`src/rtl/instr_prefetch_buffer.sv`:
```
// Instruction prefetch stage: credit-limited fetch into an in-order FIFO,
// with redirect flush that drops in-flight responses by count.
module instr_prefetch_buffer #(
    parameter int unsigned       DEPTH    = 4,
    parameter int unsigned       ADDR_W   = 32,
    parameter logic [ADDR_W-1:0] RESET_PC = '0
) (
    input  logic              clk,
    input  logic              rst_n,
    input  logic              redirect_valid,
    input  logic [ADDR_W-1:0] redirect_pc,
    output logic              imem_req,
    output logic [ADDR_W-1:0] imem_addr,
    input  logic              imem_gnt,
    input  logic              imem_rvalid,
    input  logic [31:0]       imem_rdata,
    input  logic              imem_err,
    output logic              instr_valid,
    input  logic              instr_ready,
    output logic [31:0]       instr_data,
    output logic [ADDR_W-1:0] instr_pc,
    output logic              instr_fault
);
    localparam int unsigned PW = $clog2(DEPTH);
    localparam int unsigned CW = PW + 1;
    localparam int unsigned SW = CW + 2;
    localparam logic [SW-1:0] DEPTH_S = SW'(DEPTH);
    localparam logic [CW-1:0] DEPTH_C = CW'(DEPTH);

    typedef struct packed {
        logic [ADDR_W-1:0] pc;
        logic [31:0]       data;
        logic              err;
    } ent_t;

    logic [ADDR_W-1:0] fetch_pc_q, fetch_pc_d;
    logic [CW-1:0]     out_q, out_d;
    logic [CW-1:0]     drop_q, drop_d;
    logic [CW-1:0]     cnt_q, cnt_d;
    logic [PW-1:0]     wptr_q, wptr_d;
    logic [PW-1:0]     rptr_q, rptr_d;
    logic [PW-1:0]     twptr_q, trptr_q;
    ent_t              fifo_q [DEPTH];
    logic [ADDR_W-1:0] tag_q  [DEPTH];

    logic [SW-1:0] used;
    logic          gnt;
    logic          rsp_live;
    logic          push;
    logic          pop;

    // Credits count buffered, in-flight and to-be-dropped words alike.
    assign used      = SW'(out_q) + SW'(cnt_q) + SW'(drop_q);
    assign imem_req  = rst_n && !redirect_valid && (used < DEPTH_S);
    assign imem_addr = fetch_pc_q;
    assign gnt       = imem_req && imem_gnt;
    assign rsp_live  = imem_rvalid && (drop_q == '0);
    assign push      = rsp_live && !redirect_valid;
    assign pop       = instr_valid && instr_ready && !redirect_valid;

    assign instr_valid = (cnt_q != '0);
    assign instr_data  = fifo_q[rptr_q].data;
    assign instr_pc    = fifo_q[rptr_q].pc;
    assign instr_fault = fifo_q[rptr_q].err;

    always_comb begin
        fetch_pc_d = fetch_pc_q;
        out_d      = out_q;
        drop_d     = drop_q;
        cnt_d      = cnt_q;
        wptr_d     = wptr_q;
        rptr_d     = rptr_q;
        if (redirect_valid) begin
            fetch_pc_d = redirect_pc;
            out_d      = '0;
            drop_d     = drop_q + out_q - CW'(imem_rvalid);
            cnt_d      = '0;
            wptr_d     = '0;
            rptr_d     = '0;
        end else begin
            if (gnt) begin
                fetch_pc_d = fetch_pc_q + ADDR_W'(1);
            end
            out_d  = out_q + CW'(gnt) - CW'(rsp_live);
            drop_d = drop_q - CW'(imem_rvalid && (drop_q != '0));
            cnt_d  = cnt_q + CW'(push) - CW'(pop);
            wptr_d = wptr_q + PW'(push);
            rptr_d = rptr_q + PW'(pop);
        end
    end

    always_ff @(posedge clk or negedge rst_n) begin
        if (!rst_n) begin
            fetch_pc_q <= RESET_PC;
            out_q      <= '0;
            drop_q     <= '0;
            cnt_q      <= '0;
            wptr_q     <= '0;
            rptr_q     <= '0;
            twptr_q    <= '0;
            trptr_q    <= '0;
            for (int i = 0; i < int'(DEPTH); i++) begin
                fifo_q[i] <= '0;
                tag_q[i]  <= '0;
            end
        end else begin
            fetch_pc_q <= fetch_pc_d;
            out_q      <= out_d;
            drop_q     <= drop_d;
            cnt_q      <= cnt_d;
            wptr_q     <= wptr_d;
            rptr_q     <= rptr_d;
            // Tag queue tracks every grant, dropped ones included.
            if (gnt) begin
                tag_q[twptr_q] <= imem_addr;
                twptr_q        <= twptr_q + PW'(1);
            end
            if (imem_rvalid) begin
                trptr_q <= trptr_q + PW'(1);
            end
            if (push) begin
                fifo_q[wptr_q] <= '{pc: tag_q[trptr_q],
                                    data: imem_rdata,
                                    err: imem_err};
            end
        end
    end

    a_no_overflow: assert property (@(posedge clk) disable iff (!rst_n)
        !(push && (cnt_q == DEPTH_C)));

endmodule

```
`config.mk`:
```
export PLATFORM = sky130hd
export DESIGN_NAME = instr_prefetch_buffer
export DESIGN_NICKNAME = d
export VERILOG_FILES = /design/src/rtl/instr_prefetch_buffer.sv
export SDC_FILE = /design/constraint.sdc
export NUM_CORES = 1
export LEC_CHECK = 0
export CAP_MARGIN = 25
export CORE_MARGIN = 2
export CORE_UTILIZATION = 30
export CTS_BUF_LIST = sky130_fd_sc_hd__clkbuf_8
export CTS_CLUSTER_SIZE = 40
export DETAILED_ROUTE_END_ITERATION = 12
export DONT_BUFFER_PORTS = 1
export SYNTH_ARGS = -nofsm -noshare
export SYNTH_HDL_FRONTEND = slang
export SYNTH_SLANG_ARGS = --single-unit
```
`constraint.sdc`:
```
create_clock -name clk -period 6.1 [get_ports clk]
set_input_delay 0.915 -clock clk [delete_from_list [all_inputs] [get_ports clk]]
set_output_delay 0.915 -clock clk [all_outputs]
set_load 0.01 [all_outputs]
```
==> impl_metrics.csv <==
group,metric,value,unit
outcome,outcome,"complete, but fails checks",
outcome,violations,"slew limit",
synth,netlist_instances,1296,
global_routing,grt_pass1_wl,77000,um
worst_setup_path,reg2reg_to,"out_q[2]",
worst_setup_path,crit_end,"out_q[2]",
synth,ys.flop_type,"dfrtp_1",
finish,nets,1400,
worst_setup_path,reg2reg_depth,17,
cts,cts.sinks,437,
finish,fin_cells,2224,
timing,hold_violations,0,
global_routing,grt_max_degree,439,
worst_setup_path,r2r_start,"out_q[0]",
synth,synth_edf_count,0,
worst_setup_path,critPathLaunch,"out_q[0]",
worst_setup_path,startpoint_type,"flip-flop",
placed_design,dpl_worst_slack,1.66,ns
finish,fin_area,0.0223,mm^2
route,drtIter0Drc,818,
floorplan,num_io_pins,170,
synth,synth_seq_cells,437,
finish,mostFrequentLayoutCells,"dfrtp_1 (434), mux2_2 (372), clkbuf_8 (99)",
synth,synth_cell_type_count,54,
cts,path_clk_slew,0.06,ns
floorplan,row_count,94,
cts,cts_inserted_buffers,82,
cts,cts_root_buffer,"clkbuf_8",
floorplan,die_h,262,um
timing,fin_crit,4.51,ns
worst_setup_path,worstPathMaxFanout,21,
global_routing,grt_pass1_vias,12400,
synth,syn_avg_cell_area,15.5,um^2
global_routing,grt_overflow_total,0,
route,totalWireLength,49900,um
timing,tightest_slew,1.75,ns
route,via_count,11300,
floorplan,start_util,0.304,
power_and_ir_drop,powerDensity,405,mW/mm^2
placed_design,place_area,0.0207,mm^2
finish,area_growth_syn_to_layout,11.4,%
placed_design,finalWeightedCongestion,0.838,
synth,netlist_area,0.0200,mm^2
cts,h-tree-depth,3,
timing,setup_viol,0,
global_routing,grt_use_total,0.146,
synth,seq_area_frac_synth,0.546,
cts,ctsLongestPathBuffers,3,
timing,relSlewSlack,-0.166,
timing,hold_slack,0.0327,ns
floorplan,die_area,0.0689,mm^2
timing,finalCritPeriodShare,0.739,
timing,fmax,0.222,GHz
cts,ctsResizeCount,0,
placed_design,dp_cells,2083,
route,dr.pass1.iters,5,
route,via_per_inst,5.08,
synth,async_flop_share,1.00,
route,wire_per_inst,22.5,um
global_routing,antenna_found_initial,6,
worst_setup_path,path_class,"reg2reg",
power_and_ir_drop,ir_worst_vdd,165,uV
cts,cts_setup_buffers,0,
route,detail-route-antenna-nets,0,
run,drv_cap,0,
cts,tritoncts,"yes",
finish,drive_gt1_frac,0.458,
placed_design,dp_hpwl,31200,um
synth,synth_nets,1392,
min_path,hold_path.class,"in2async",
timing,skew,0.0563,ns
synth,yosysWarnings,0,
floorplan,die_w,262,um
timing,fin_ws,1.59,ns
worst_setup_path,r2r_setup_slack,1.59,ns
worst_setup_path,worstPathArrival,5.07,ns
timing,slew_violations,186,
worst_setup_path,cp.required,6.66,ns
cts,clk_latency,0.68,ns
timing,setup-tns-final,0,ns
floorplan,coreArea,0.0660,mm^2
placed_design,place.port_buffers,0,
power_and_ir_drop,p_leak,10.2,nW
route,drc,0,
timing,rsz0062_at_grt,"no",
worst_setup_path,end_kind,"flip-flop",
finish,layout.cells.most_common,"dfrtp_1",
==> critical path, cell delays in order, from the launching register on <==
cell     delay, ns
dfrtp_1       0.40
ha_1          0.30
a21oi_1       0.49
nor2_1        0.12
fa_1          0.44
nor3b_1       0.40
o21ai_2       0.09
buf_4         0.24
nor2_2        0.35
inv_2         0.23
ha_1          0.34
inv_1         0.06
ha_1          0.13
inv_1         0.05
fa_1          0.37
xnor2_1       0.18
xnor2_1       0.14
nor2_1        0.07
==> report_power, final <==
group	internal (mW)	switching (mW)
clock network	1.47	1.25
registers	3.56	0.491
logic	1.20	1.07
==> worst min path at each step <==
stage          slack, ns       from     endpoint
2_1_floorplan       0.45  tag_q[32]    tag_q[32]
3_3_place_gp        0.46  tag_q[12]    tag_q[12]
3_5_place_dp        0.47  tag_q[63]    tag_q[63]
4_1_cts            -0.12      rst_n  fifo_q[141]
5_1_grt            -0.08      rst_n   fifo_q[11]
6_report            0.03      rst_n  fifo_q[167]
==> area by class of cell <==
| cell class | instances | area [um^2] |
|---|---|---|
| Multi-Input combinational cell | 744 | 8490 |
| Timing Repair Buffer | 19 | 163 |
| Clock buffer | 99 | 1360 |
| Clock inverter | 36 | 206 |
| Fill cell | 6292 | 43600 |
| Inverter | 20 | 75.1 |
| Antenna cell | 5 | 12.5 |
| Tap cell | 864 | 1080 |
| Sequential cell | 437 | 10900 |
==> per-layer routing <==
| metal | vias to the layer above | track usage | wire (um) |
|---|---|---|---|
| li1 | 4834 | - | - |
| met2 | 289 | 0.241 | 24700 |
| met4 | 4 | 0.0531 | 1080 |
| met1 | 6088 | 0.179 | 20800 |
| met5 | - | 0 | 27 |
| met3 | 72 | 0.0484 | 3290 |
==> through the flow <==
step | power (mW) | util
2_1_floorplan | 5.78 | -
3_3_place_gp | 6.31 | 0.314
3_5_place_dp | 6.42 | 0.314
4_1_cts | 9.21 | 0.338
5_1_grt | 9.61 | 0.338
6_report | 9.05 | 0.339
==> cell families after synthesis <==
kind of cell | share of synthesized area
simple gates | 0.0454
mux | 0.329
compound gates | 0.0194
fa+ha+maj | 0.0179
flops | 0.546
xor+xnor | 0.0109
buf+inv | 0.0324
==> synthesized netlist by cell type (4+ instances only) <==
cell type / instances / area share
a221o_1: 12 / 0.0060
o21ai_0: 20 / 0.0050
clkbuf_1: 26 / 0.0049
fa_1: 6 / 0.0060
nand2_1: 28 / 0.0052
mux2_2: 372 / 0.21
mux2_1: 17 / 0.0095
nand3_1: 13 / 0.0032
nor2_1: 21 / 0.0039
buf_2: 33 / 0.0082
and3_1: 11 / 0.0034
nand4_1: 14 / 0.0044
mux4_2: 97 / 0.11
nor4_1: 14 / 0.0044
inv_1: 19 / 0.0036
buf_6: 17 / 0.0095
nor3_1: 13 / 0.0032
xnor2_1: 22 / 0.0096
nor3b_1: 9 / 0.0034
buf_1: 4 / 0.00075
dfrtp_1: 437 / 0.55
buf_4: 12 / 0.0045
ha_1: 19 / 0.012
nor2b_1: 10 / 0.0031
==> flip-flops by register name, summed over array words and instances (netlist names) <==
name	flops
imem_addr	32
cnt_q	3
rptr_q	2
trptr_q	2
drop_q	3
twptr_q	2
tag_q	128
fifo_q	260
out_q	3
wptr_q	2
No activity file was read; power rests on OpenSTA's default activity.
